<file path="src/rtl/psc_trigger_pkg.sv">
// Shared types and default frame geometry for the PSC trigger/status transmit path.
package psc_trigger_pkg;

  typedef enum logic [1:0] {
    IDLE   = 2'd0,
    TRIG   = 2'd1,
    STATUS = 2'd2,
    GAP    = 2'd3
  } state_e;

  localparam int TRIG_LEN_DEF      = 4;
  localparam int STATUS_LEN_DEF    = 8;
  localparam int GAP_BYTES_DEF     = 2;
  localparam int STATUS_PERIOD_DEF = 100;
  localparam int ADDR_W_DEF        = 4;
  localparam int DROP_W_DEF        = 8;

  // Bits needed to hold 0..n-1, never less than one.
  function automatic int cnt_width(input int n);
    return (n <= 1) ? 1 : $clog2(n);
  endfunction

endpackage

</file>
<file path="src/rtl/psc_trigger_status_timer.sv">
// Byte-tick period counter; pulses wrap on the tick that returns it to zero.
module psc_trigger_status_timer
  import psc_trigger_pkg::*;
#(
  parameter int PERIOD = STATUS_PERIOD_DEF
) (
  input  logic clk,
  input  logic reset,
  input  logic byte_tick,
  input  logic enable,
  output logic wrap
);

  localparam int CNT_W = cnt_width(PERIOD);
  localparam logic [CNT_W-1:0] LAST = CNT_W'(PERIOD - 1);

  logic [CNT_W-1:0] cnt;

  always_ff @(posedge clk or negedge reset) begin
    if (!reset) begin
      cnt <= '0;
    end else if (!enable) begin
      cnt <= '0;
    end else if (byte_tick) begin
      cnt <= (cnt == LAST) ? '0 : cnt + 1'b1;
    end
  end

  assign wrap = enable && byte_tick && (cnt == LAST);

endmodule

</file>
<file path="src/rtl/psc_trigger_tx_scheduler.sv">
// Chooses trigger or status frames for the PSC link and walks the ROM address one byte per tick.
//   state  | meaning
//   IDLE   | no frame; starts a pending trigger (first) or status frame on an enabled tick
//   TRIG   | emitting trigger frame bytes, never preempted
//   STATUS | emitting status frame bytes, aborted by a pending trigger
//   GAP    | silent byte slots after a completed frame
module psc_trigger_tx_scheduler
  import psc_trigger_pkg::*;
#(
  parameter int TRIG_LEN      = TRIG_LEN_DEF,
  parameter int STATUS_LEN    = STATUS_LEN_DEF,
  parameter int GAP_BYTES     = GAP_BYTES_DEF,
  parameter int STATUS_PERIOD = STATUS_PERIOD_DEF,
  parameter int ADDR_W        = ADDR_W_DEF,
  parameter int DROP_W        = DROP_W_DEF
) (
  input  logic              clk,
  input  logic              reset,
  input  logic              byte_tick,
  input  logic              enable,
  input  logic              trig_req,
  input  logic              status_req,
  output logic [ADDR_W-1:0] addr,
  output logic              is_trigger,
  output logic              byte_valid,
  output logic              frame_start,
  output logic              frame_done,
  output logic              frame_abort,
  output logic              busy,
  output logic [DROP_W-1:0] drop_count
);

  localparam int GAP_W = cnt_width(GAP_BYTES);
  localparam logic [GAP_W-1:0]  GAP_LOAD  = GAP_W'((GAP_BYTES > 0) ? GAP_BYTES - 1 : 0);
  localparam logic [ADDR_W-1:0] TRIG_LAST = ADDR_W'(TRIG_LEN - 1);
  localparam logic [ADDR_W-1:0] STAT_LAST = ADDR_W'(STATUS_LEN - 1);
  localparam logic [DROP_W-1:0] DROP_MAX  = '1;

  state_e            state, state_d;
  logic [ADDR_W-1:0] addr_d;
  logic              is_trigger_d;
  logic              byte_valid_d;
  logic              frame_start_d;
  logic              frame_done_d;
  logic              frame_abort_d;
  logic [GAP_W-1:0]  gap_cnt, gap_cnt_d;
  logic              trig_pend, trig_pend_d;
  logic              stat_pend, stat_pend_d;
  logic              trig_clr, stat_clr, abort_set;
  logic              emit, emit_trig, emit_last;
  logic [ADDR_W-1:0] emit_addr;
  logic              timer_wrap;

  psc_trigger_status_timer #(
    .PERIOD(STATUS_PERIOD)
  ) u_status_timer (
    .clk      (clk),
    .reset    (reset),
    .byte_tick(byte_tick),
    .enable   (enable),
    .wrap     (timer_wrap)
  );

  always_comb begin
    state_d       = state;
    addr_d        = addr;
    is_trigger_d  = is_trigger;
    byte_valid_d  = 1'b0;
    frame_start_d = 1'b0;
    frame_done_d  = 1'b0;
    frame_abort_d = 1'b0;
    gap_cnt_d     = gap_cnt;
    trig_clr      = 1'b0;
    stat_clr      = 1'b0;
    abort_set     = 1'b0;
    emit          = 1'b0;
    emit_trig     = 1'b0;
    emit_addr     = '0;
    emit_last     = 1'b0;

    if (byte_tick) begin
      unique case (state)
        IDLE: begin
          addr_d = '0;
          if (enable && trig_pend) begin
            emit      = 1'b1;
            emit_trig = 1'b1;
            trig_clr  = 1'b1;
          end else if (enable && stat_pend) begin
            emit     = 1'b1;
            stat_clr = 1'b1;
          end
        end
        TRIG: begin
          emit      = 1'b1;
          emit_trig = 1'b1;
          emit_addr = addr + 1'b1;
        end
        STATUS: begin
          emit = 1'b1;
          // A pending trigger takes the next byte slot; the status frame is resent later.
          if (trig_pend) begin
            emit_trig     = 1'b1;
            trig_clr      = 1'b1;
            abort_set     = 1'b1;
            frame_abort_d = 1'b1;
          end else begin
            emit_addr = addr + 1'b1;
          end
        end
        GAP: begin
          if (gap_cnt == '0) begin
            state_d = IDLE;
            addr_d  = '0;
          end else begin
            gap_cnt_d = gap_cnt - 1'b1;
          end
        end
        default: state_d = IDLE;
      endcase

      if (emit) begin
        emit_last     = (emit_addr == (emit_trig ? TRIG_LAST : STAT_LAST));
        addr_d        = emit_addr;
        is_trigger_d  = emit_trig;
        byte_valid_d  = 1'b1;
        frame_start_d = (emit_addr == '0);
        frame_done_d  = emit_last;
        if (emit_last) begin
          state_d   = (GAP_BYTES > 0) ? GAP : IDLE;
          gap_cnt_d = GAP_LOAD;
        end else begin
          state_d = emit_trig ? TRIG : STATUS;
        end
      end
    end

    // New requests in the same cycle as a consume keep the flag set.
    trig_pend_d = (trig_pend && !trig_clr) || trig_req;
    stat_pend_d = (stat_pend && !stat_clr) || status_req || timer_wrap || abort_set;
  end

  always_ff @(posedge clk or negedge reset) begin
    if (!reset) begin
      state       <= IDLE;
      addr        <= '0;
      is_trigger  <= 1'b0;
      byte_valid  <= 1'b0;
      frame_start <= 1'b0;
      frame_done  <= 1'b0;
      frame_abort <= 1'b0;
      gap_cnt     <= '0;
      trig_pend   <= 1'b0;
      stat_pend   <= 1'b0;
      drop_count  <= '0;
    end else begin
      state       <= state_d;
      addr        <= addr_d;
      is_trigger  <= is_trigger_d;
      byte_valid  <= byte_valid_d;
      frame_start <= frame_start_d;
      frame_done  <= frame_done_d;
      frame_abort <= frame_abort_d;
      gap_cnt     <= gap_cnt_d;
      trig_pend   <= trig_pend_d;
      stat_pend   <= stat_pend_d;
      if (trig_req && trig_pend && (drop_count != DROP_MAX)) begin
        drop_count <= drop_count + 1'b1;
      end
    end
  end

  assign busy = (state != IDLE);

endmodule

</file>
<file path="config.mk">
export PLATFORM = sky130hd
export DESIGN_NAME = psc_trigger_tx_scheduler
export DESIGN_NICKNAME = d
export VERILOG_FILES = /design/src/rtl/psc_trigger_pkg.sv /design/src/rtl/psc_trigger_status_timer.sv /design/src/rtl/psc_trigger_tx_scheduler.sv
export SDC_FILE = /design/constraint.sdc
export NUM_CORES = 1
export LEC_CHECK = 0
export CORE_MARGIN = 2
export CORE_UTILIZATION = 50
export CTS_CLUSTER_DIAMETER = 50
export DETAILED_ROUTE_END_ITERATION = 12
export PLACE_DENSITY_LB_ADDON = 0.08
export SYNTH_ARGS = -nofsm -noshare
export SYNTH_HDL_FRONTEND = slang
export SYNTH_HIERARCHICAL = 1
export SYNTH_SLANG_ARGS = --single-unit
</file>
<file path="constraint.sdc">
create_clock -name clk -period 4.2 [get_ports clk]
set_input_delay 0.84 -clock clk [delete_from_list [all_inputs] [get_ports clk]]
set_output_delay 0.84 -clock clk [all_outputs]
set_load 0.03 [all_outputs]
</file>
==> results.py, run 1 <==
metrics = {
    "setup_path": {
        "rr_worst_depth": 6,
        "r2r_slack_ps": 2390,
        "worst_setup_path_start_kind": "flip-flop",
        "required_ps": 3360,
        "rr_startpoint": "state[0]",
        "timing.rr.end": "state[0]",
        "critPathCaptureType": "output port",
        "cp_max_fo": 5,
        "crit_type": "flip-flop to output port",
        "crit_arrival_ps": 1860,
    },
    "yosys": {
        "syn_area_per_cell_um2": 10.5,
        "synth_area_um2": 1590,
        "yosysSeqAreaShare_pct": 45.7,
        "synthArstFlopShare_pct": 100,
        "synth_seq_cells": 29,
        "yosysWarnings": 6,
        "synthCells": 152,
        "synth_edf_count": 0,
        "synth.net_count": 165,
        "ys_types": 47,
        "ys.flop_type": "dfrtp_1",
    },
    "clocking": {
        "cts_resized": 0,
        "path_clk_slew_ps": 100,
        "cts_sinks": 29,
        "htreeDepth": 2,
        "clk_latency_ps": 320,
        "post_cts_buffers": 0,
        "cts_made_buffers": 5,
        "clockBufferDepth": 2,
        "cts_tree": "built",
        "hold_buffers": 0,
        "clockRootBuffer": "clkbuf_4",
    },
    "floorplanning": {
        "io_pins": 24,
        "die_h_um": 60.4,
        "die_w_um": 60.4,
        "rows": 20,
        "die-area_um2": 3650,
        "core-area_um2": 3030,
        "start_util_pct": 52.5,
    },
    "min_path": {
        "hold_end": "gap_cnt",
        "hold_depth": 1,
        "min-delay-start": "gap_cnt",
        "hold_class": "flip-flop to flip-flop",
    },
    "timing": {
        "slew_viol_final": 0,
        "fin_setup_tns_ps": 0,
        "tightest_slew_ps": 536,
        "hold_viol": 0,
        "fmax_mhz": 370,
        "report.final.setup_viol": 0,
        "rsz0062_at_grt": "no",
        "slew_headroom_pct": 64.1,
        "period_share_pct": 64.3,
        "layout_min_cycle_time_ps": 2700,
        "finalWorstSetupSlack_ps": 1500,
        "finClkSkew_ps": 8.75,
    },
    "final_layout": {
        "antenna_cells": 0,
        "fillCellCount": 247,
        "layout-drive-gt1-share_pct": 12.2,
        "layout_common_cells": "dfrtp_1, clkdlybuf4s50_1, nand2_1, inv_1",
        "fin_cells": 224,
        "stdcell_area_um2": 1930,
        "mostFrequentLayoutCell": "dfrtp_1",
        "fin_nets": 192,
        "finish.utilization_pct": 63.6,
        "syn_to_final_growth_pct": 21.2,
    },
    "flow_run": {
        "cap_viol_max_count": 0,
    },
    "power_and_ir_drop": {
        "switchingPower_uw": 455,
        "p_comb_share_pct": 45.0,
        "p_per_area_nw_per_um2": 580,
        "p_int_uw": 663,
        "clock_power_share_pct": 17.4,
        "swShare_pct": 40.7,
        "p_leak_uw": 0.000886,
        "ir_worst_vdd_v": 0.000194,
        "p_seq_share_pct": 37.6,
    },
    "place": {
        "dp_slack_ps": 1600,
        "dp.cells": 216,
        "io_buffer_count": 23,
        "hpwl_um": 2110,
        "place.gp.congestion": 0.805,
        "place_area_um2": 1860,
    },
    "outcome": {
        "status": "complete, no violations",
    },
    "global_route": {
        "grt-ovfl-total": 0,
        "grt_pass1_wl_um": 5130,
        "first_global_vias": 1111,
        "grt_max_degree": 30,
        "grt_usage_pct": 19.1,
        "antenna_found_initial": 0,
    },
    "route": {
        "routed_via_density": 5.50,
        "remaining_drc_errors": 0,
        "drtIter0Drc": 22,
        "drt-wirelength-per-cell_um": 13.3,
        "vias": 1232,
        "wl_um": 2980,
        "postRouteAntennaNets": 0,
        "dr.pass1.iters": 4,
    },
}
## power groups by stage
stage	registers (uW)	clock network [uW]	logic, uW
3_3_place_gp	420	0	498
2_1_floorplan	507	0	249
6_report	420	195	503
5_1_grt	432	214	558
4_1_cts	420	202	507
3_5_place_dp	425	0	503
## registers in the layout, summed over array words and instances (netlist names)
register,cells
gap_cnt,1
stat_pend,1
addr,4
is_trigger,1
frame_start,1
u_status_timer/cnt,7
frame_abort,1
drop_count,8
trig_pend,1
byte_valid,1
state,2
frame_done,1
## stage by stage
step | total power, uW | hold WS (ps)
floorplan | 755 | 457
global placement | 918 | 470
detailed placement | 929 | 475
CTS | 1130 | 498
global route | 1200 | 509
finish | 1120 | 495
## metal layers
metal,GRT usage [%],share of wire [%],up-vias
met1,26.6,49,600
met2,27.5,45,22
met5,0,0,-
met3,5.97,4.2,7
li1,-,-,603
met4,8.25,1.6,0
## final cells by class
type	instances	area, um^2	share of cell area (%)
Inverter	9	33.8	1.75
Tap cell	44	55.1	2.86
Clock buffer	7	65.1	3.38
Sequential cell	29	726	37.7
Timing Repair Buffer	24	238	12.3
Clock inverter	1	5.00	0.260
Multi-Input combinational cell	110	803	41.7
## worst max-delay path: stages (launching register included)
cell and delay [ps]:
dfrtp_1 430, inv_1 80, ha_1 280, inv_1 70, clkdlybuf4s50_1 660
## synthesized netlist by cell type, types with 2 or more instances
cell,number,share of area [%]
a221o_1,2,1.3
nand2_1,14,3.3
ha_1,7,5.5
xor2_1,8,4.4
o211ai_1,2,0.94
dfrtp_1,29,46
a21oi_1,2,0.63
a21boi_0,2,0.94
nor2b_1,4,1.6
nand4_1,4,1.6
nor2_1,6,1.4
nor3b_1,2,0.94
a41o_1,2,1.3
o21ai_0,4,1.3
and3b_2,2,1.3
and3_1,2,0.79
a21o_1,2,0.94
a31o_2,2,1.1
inv_1,9,2.1
o2111ai_1,2,1.1
and2_1,2,0.79
nand3_1,8,2.5
nor3_1,5,1.6
and3b_1,2,1.1
xnor2_1,4,2.2
o21bai_1,2,0.94
a21o_2,2,1.1
## logic make-up (layout without fill, tap and decap cells)
group	Yosys count	after routing	synth area share (%)
simple gates	56	56	19.4
compound gates	33	33	17.5
mux	2	2	1.57
buf+inv	13	41	3.78
flops	29	29	45.7
fa+ha+maj	7	7	5.51
xor+xnor	12	12	6.61
## worst max-delay path by stage
stage,startpoint,to,slack (ps),cells past startpoint
after detailed placement,enable,state[0],1600,5
after global placement,enable,state[0],1660,5
after global routing,state[0],busy,1380,4
after floorplan,byte_tick,u_status_timer/cnt[5],2400,4
after CTS,state[0],busy,1490,4
final,state[0],busy,1500,4
(Power assumes the default switching activity.)
==> inputs of run 2 (changes only) <==
==> constraint.sdc (replaced) <==
create_clock -name clk -period 2.6 [get_ports clk]
set_input_delay 0.52 -clock clk [delete_from_list [all_inputs] [get_ports clk]]
set_output_delay 0.52 -clock clk [all_outputs]
set_load 0.03 [all_outputs]
==> run 2 against run 1 <==
Against the previous run:
- flip-flop and latch count did not move
- routed wire length rose by 5.3%
- cell count is 0.45% higher
- combinational power rose by 65%
- highest routed layer unchanged
- worst hold slack better by 11 ps
- die area unchanged
- worst setup slack got worse by 1300 ps
- clock skew grew 3.3 ps
- core utilization increased by 0.25 points
- power grew 63%
==> results.py, run 2 (synthesized netlist as in run 1, its figures left out) <==
metrics = {
    "outcome": {
        "status": "complete, no violations",
    },
    "global_route": {
        "grt-ovfl-total": 0,
        "grt_usage_pct": 19.9,
        "grt_pass1_wl_um": 5330,
        "antenna_found_initial": 0,
        "grt_max_degree": 30,
        "first_global_vias": 1154,
    },
    "clocking": {
        "htreeDepth": 2,
        "cts_tree": "built",
        "post_cts_buffers": 0,
        "path_clk_slew_ps": 100,
        "cts_resized": 0,
        "clockBufferDepth": 2,
        "clockRootBuffer": "clkbuf_4",
        "cts_sinks": 29,
        "clk_latency_ps": 330,
        "cts_made_buffers": 5,
        "hold_buffers": 0,
    },
    "setup_path": {
        "critPathCaptureType": "output port",
        "slowest_delay_ps": 660,
        "required_ps": 2080,
        "crit_type": "flip-flop to output port",
        "cp_max_fo": 5,
        "crit_slowest_cell": "clkdlybuf4s50_1",
        "worst_setup_path_start_kind": "flip-flop",
        "crit_arrival_ps": 1860,
        "crit_top_cell": "inv_1",
        "critical_path.cell_chain": "inv_1 > ha_1 > inv_1 > clkdlybuf4s50_1",
    },
    "timing": {
        "slew_headroom_pct": 64.9,
        "rsz0062_at_grt": "no",
        "hold_viol": 0,
        "fmax_mhz": 421,
        "layout_min_cycle_time_ps": 2380,
        "slew_viol_final": 0,
        "report.final.setup_viol": 0,
        "period_share_pct": 91.4,
        "finClkSkew_ps": 12.1,
        "fin_setup_tns_ps": 0,
        "tightest_slew_ps": 525,
    },
    "route": {
        "dr.pass1.iters": 4,
        "drt-wirelength-per-cell_um": 13.9,
        "postRouteAntennaNets": 0,
        "drtIter0Drc": 41,
        "remaining_drc_errors": 0,
        "wl_um": 3140,
        "routed_via_density": 5.52,
        "vias": 1241,
    },
    "final_layout": {
        "largest_register_ffs": 8,
        "fin_cells": 225,
        "layout_common_cells": "dfrtp_1, clkdlybuf4s50_1, nand2_1, inv_1",
        "fillCellCount": 265,
        "top_register": "drop_count",
        "fin_nets": 193,
        "antenna_cells": 0,
        "multi_input_area_um2": 803,
        "mostFrequentLayoutCell": "dfrtp_1",
        "layout-drive-gt1-share_pct": 12.7,
        "top_regs": "drop_count: 8 flops, u_status_timer/cnt: 7 flops, addr: 4 flops",
        "syn_to_final_growth_pct": 21.7,
        "register_area_um2": 726,
    },
    "floorplanning": {
        "die_h_um": 60.4,
        "die-area_um2": 3650,
        "io_pins": 24,
        "die_w_um": 60.4,
        "rows": 20,
        "core-area_um2": 3030,
        "start_util_pct": 52.5,
    },
    "power_and_ir_drop": {
        "p_per_area_nw_per_um2": 943,
        "p_leak_uw": 0.000890,
        "ir_worst_vdd_v": 0.000341,
    },
    "place": {
        "hpwl_um": 2190,
        "dp.cells": 217,
        "place.gp.congestion": 0.837,
        "io_buffer_count": 23,
    },
    "min_path": {
        "hold_class": "flip-flop to flip-flop",
    },
    "flow_run": {
        "cap_viol_max_count": 0,
    },
}
-- run 2: cell type report --
type                       count  share of cell area, %
timing repair buffer          25                   12.7
tap                           44                   2.85
sequential                    29                   37.5
clock buffer                   7                   3.37
multi-input combinational    110                   41.6
clock inverter                 1                  0.259
inverter                       9                   1.75
-- run 2: worst max-delay path, delay by kind of cell, from the launching register on --
kind / cells / cell delay [ps]
buffers and inverters: 3 / 820
DFF: 1 / 420
adders and majority gates: 1 / 290
-- run 2: metrics by stage --
| stage | utilization (%) | power, uW | hold slack [ps] | setup WS [ps] | cell area, um^2 |
|---|---|---|---|---|---|
| 3_3_place_gp | 61.5 | 1490 | 472 | 465 | 1860 |
| 5_1_grt | 63.8 | 1940 | 531 | 106 | 1930 |
| 3_5_place_dp | 61.5 | 1510 | 472 | 397 | 1860 |
| 4_1_cts | 63.8 | 1840 | 504 | 205 | 1930 |
| 2_1_floorplan | - | 1220 | 224 | 899 | 1590 |
| 6_report | 63.8 | 1820 | 506 | 224 | 1930 |
-- run 2: where the power goes --
group	internal [uW]	leakage (uW)	switching (uW)
combinational	358	0.000474	470
sequential	559	0.000375	119
clock	157	0.0000413	161
total	1070	0.000890	750
-- run 2: layer usage --
| metal | vias to the layer above | share of wire (%) | track usage (%) | routed length (um) |
|---|---|---|---|---|
| met5 | - | 0 | 0 | 0 |
| li1 | 611 | - | - | - |
| met1 | 585 | 47 | 29.4 | 1480 |
| met4 | 0 | 1.8 | 8.89 | 58 |
| met2 | 38 | 45 | 27.6 | 1410 |
| met3 | 7 | 5.9 | 4.69 | 185 |
-- run 2: final timing paths --
path	slack (ps)	end	startpoint	cells after the start
worst max-delay path	220	busy	state[0]	4
worst min-delay path	510	gap_cnt	gap_cnt	1
worst max register to register	790	state[0]	state[0]	6
worst min register to register	510	gap_cnt	gap_cnt	1
max in group asynchronous	1770	u_status_timer/cnt[2]	reset	2
min in group asynchronous	560	frame_abort	reset	2
==> inputs of run 3 (changes only) <==
--- a/config.mk
+++ b/config.mk
@@ -5,7 +5,6 @@
 export SDC_FILE = /design/constraint.sdc
 export NUM_CORES = 1
 export LEC_CHECK = 0
-export CORE_MARGIN = 2
 export CORE_UTILIZATION = 50
 export CTS_CLUSTER_DIAMETER = 50
 export DETAILED_ROUTE_END_ITERATION = 12
==> run 3 against run 2 <==
Against the previous run:
- clock-buffer cell count did not move
- core utilization fell by 0.50 points
- via count decreased by 4.0%
- first-iteration DRC count increased by 32%
- critical path depth unchanged
- design area decreased by 0.78%
- power fell by 3.2%
- worst setup slack better by 15 ps
- clock power decreased by 15%
==> results.py, run 3 (synthesized netlist as in run 1, its figures left out) <==
metrics = {
    "timing": {
        "fmax_mhz": 424,
        "finClkSkew_ps": 10.0,
        "rsz0062_at_grt": "no",
        "period_share_pct": 90.8,
        "hold_viol": 0,
        "slew_viol_final": 0,
        "layout_min_cycle_time_ps": 2360,
        "fin_setup_tns_ps": 0,
        "tightest_slew_ps": 555,
        "slew_headroom_pct": 62.9,
        "report.final.setup_viol": 0,
    },
    "route": {
        "wl_um": 2920,
        "vias": 1191,
        "wl_met3_um": 146,
        "drtIter0Drc": 54,
        "wl_met1_um": 1420,
        "routed.top_layer": "met4",
        "remaining_drc_errors": 0,
        "routed_via_density": 5.32,
        "met2_length_um": 1290,
        "dr.pass1.iters": 4,
        "postRouteAntennaNets": 0,
        "drt-wirelength-per-cell_um": 13.0,
    },
    "flow_run": {
        "cap_viol_max_count": 0,
    },
    "clocking": {
        "cts_made_buffers": 5,
        "clk_latency_ps": 320,
        "htreeDepth": 2,
        "clockRootBuffer": "clkbuf_4",
        "cts_sinks": 29,
        "post_cts_buffers": 0,
        "clockBufferDepth": 2,
        "cts_resized": 0,
        "hold_buffers": 0,
        "path_clk_slew_ps": 90,
        "cts_tree": "built",
    },
    "final_layout": {
        "register_area_um2": 726,
        "fin_nets": 193,
        "layout-drive-gt1-share_pct": 11.7,
        "mostFrequentLayoutCell": "dfrtp_1",
        "stdcell_area_um2": 1920,
        "top_register": "drop_count",
        "syn_to_final_growth_pct": 20.7,
        "fillCellCount": 250,
        "layout_common_cells": "dfrtp_1, clkdlybuf4s50_1, nand2_1, inv_1",
        "largest_register_ffs": 8,
        "top_regs": "drop_count: 8 flops, u_status_timer/cnt: 7 flops, addr: 4 flops",
        "multi_input_area_um2": 803,
        "finish.utilization_pct": 63.3,
        "antenna_cells": 0,
    },
    "place": {
        "place_area_um2": 1860,
        "place.gp.congestion": 0.762,
        "hpwl_um": 2100,
        "io_buffer_count": 23,
    },
    "setup_path": {
        "crit_type": "flip-flop to output port",
        "rr_worst_depth": 6,
        "rr_startpoint": "state[0]",
        "worst_setup_path_start_kind": "flip-flop",
        "crit_start": "state[0]",
        "cp_max_fo": 5,
        "required_ps": 2080,
        "crit_arrival_ps": 1840,
        "critPathCaptureType": "output port",
    },
    "power_and_ir_drop": {
        "p_per_area_nw_per_um2": 920,
        "p_leak_uw": 0.000880,
        "power_uw": 1760,
        "ir_worst_vdd_v": 0.000375,
    },
    "floorplanning": {
        "die_w_um": 58.4,
        "start_util_pct": 52.5,
        "rows": 20,
        "die_h_um": 58.4,
        "die-area_um2": 3410,
        "io_pins": 24,
        "core-area_um2": 3030,
    },
    "min_path": {
        "hold_depth": 1,
        "hold_class": "flip-flop to flip-flop",
        "min-delay-start": "gap_cnt",
    },
    "global_route": {
        "grt_max_degree": 30,
        "grt_pass1_wl_um": 4950,
        "grt_usage_pct": 19.7,
        "grt-ovfl-total": 0,
        "antenna_found_initial": 0,
        "first_global_vias": 1122,
    },
    "outcome": {
        "status": "complete, no violations",
    },
}
-- run 3: cell count changes in the layout (fill, tap and decap cells not counted), sizes merged --
cell	previous run	this run
clkinv	1	0
-- run 3: per-layer routing --
metal	vias to the layer above	track usage (%)
li1	601	-
met1	558	27.3
met2	26	28.4
met3	6	6.59
met4	0	8.16
met5	-	0
-- run 3: worst paths after layout --
kind	slack (ps)	end
worst min-delay path	500	gap_cnt
max in group asynchronous	1760	frame_done
min in group asynchronous	570	drop_count[3]
worst min register to register	500	gap_cnt
worst max register to register	760	state[0]
worst max-delay path	240	busy
-- run 3: cell type report --
type                    instances  share of cell area (%)
flip-flops and latches         29                    37.8
well taps                      44                    2.87
multi-input cells             110                    41.9
inverters                       9                    1.76
repair buffers                 25                    12.8
clock buffers                   7                    2.87
-- run 3: worst max-delay path, stage by stage, from the launching register on --
cell and delay, ps:
dfrtp_1 420, inv_1 80, ha_1 290, inv_1 80, clkdlybuf4s50_1 660
-- run 3: through the flow --
step           cells  setup slack, ps  hold WS [ps]
3_3_place_gp     217              455           471
2_1_floorplan    152              899           224
3_5_place_dp     217              394           478
5_1_grt          224              127           525
4_1_cts          224              215           499
6_report         224              239           495
-- run 3: report_power, final --
group	switching, uW	internal, uW	total, uW
Combinational	463	357	820
Sequential	116	559	675
Clock	142	127	270
Total	721	1040	1760
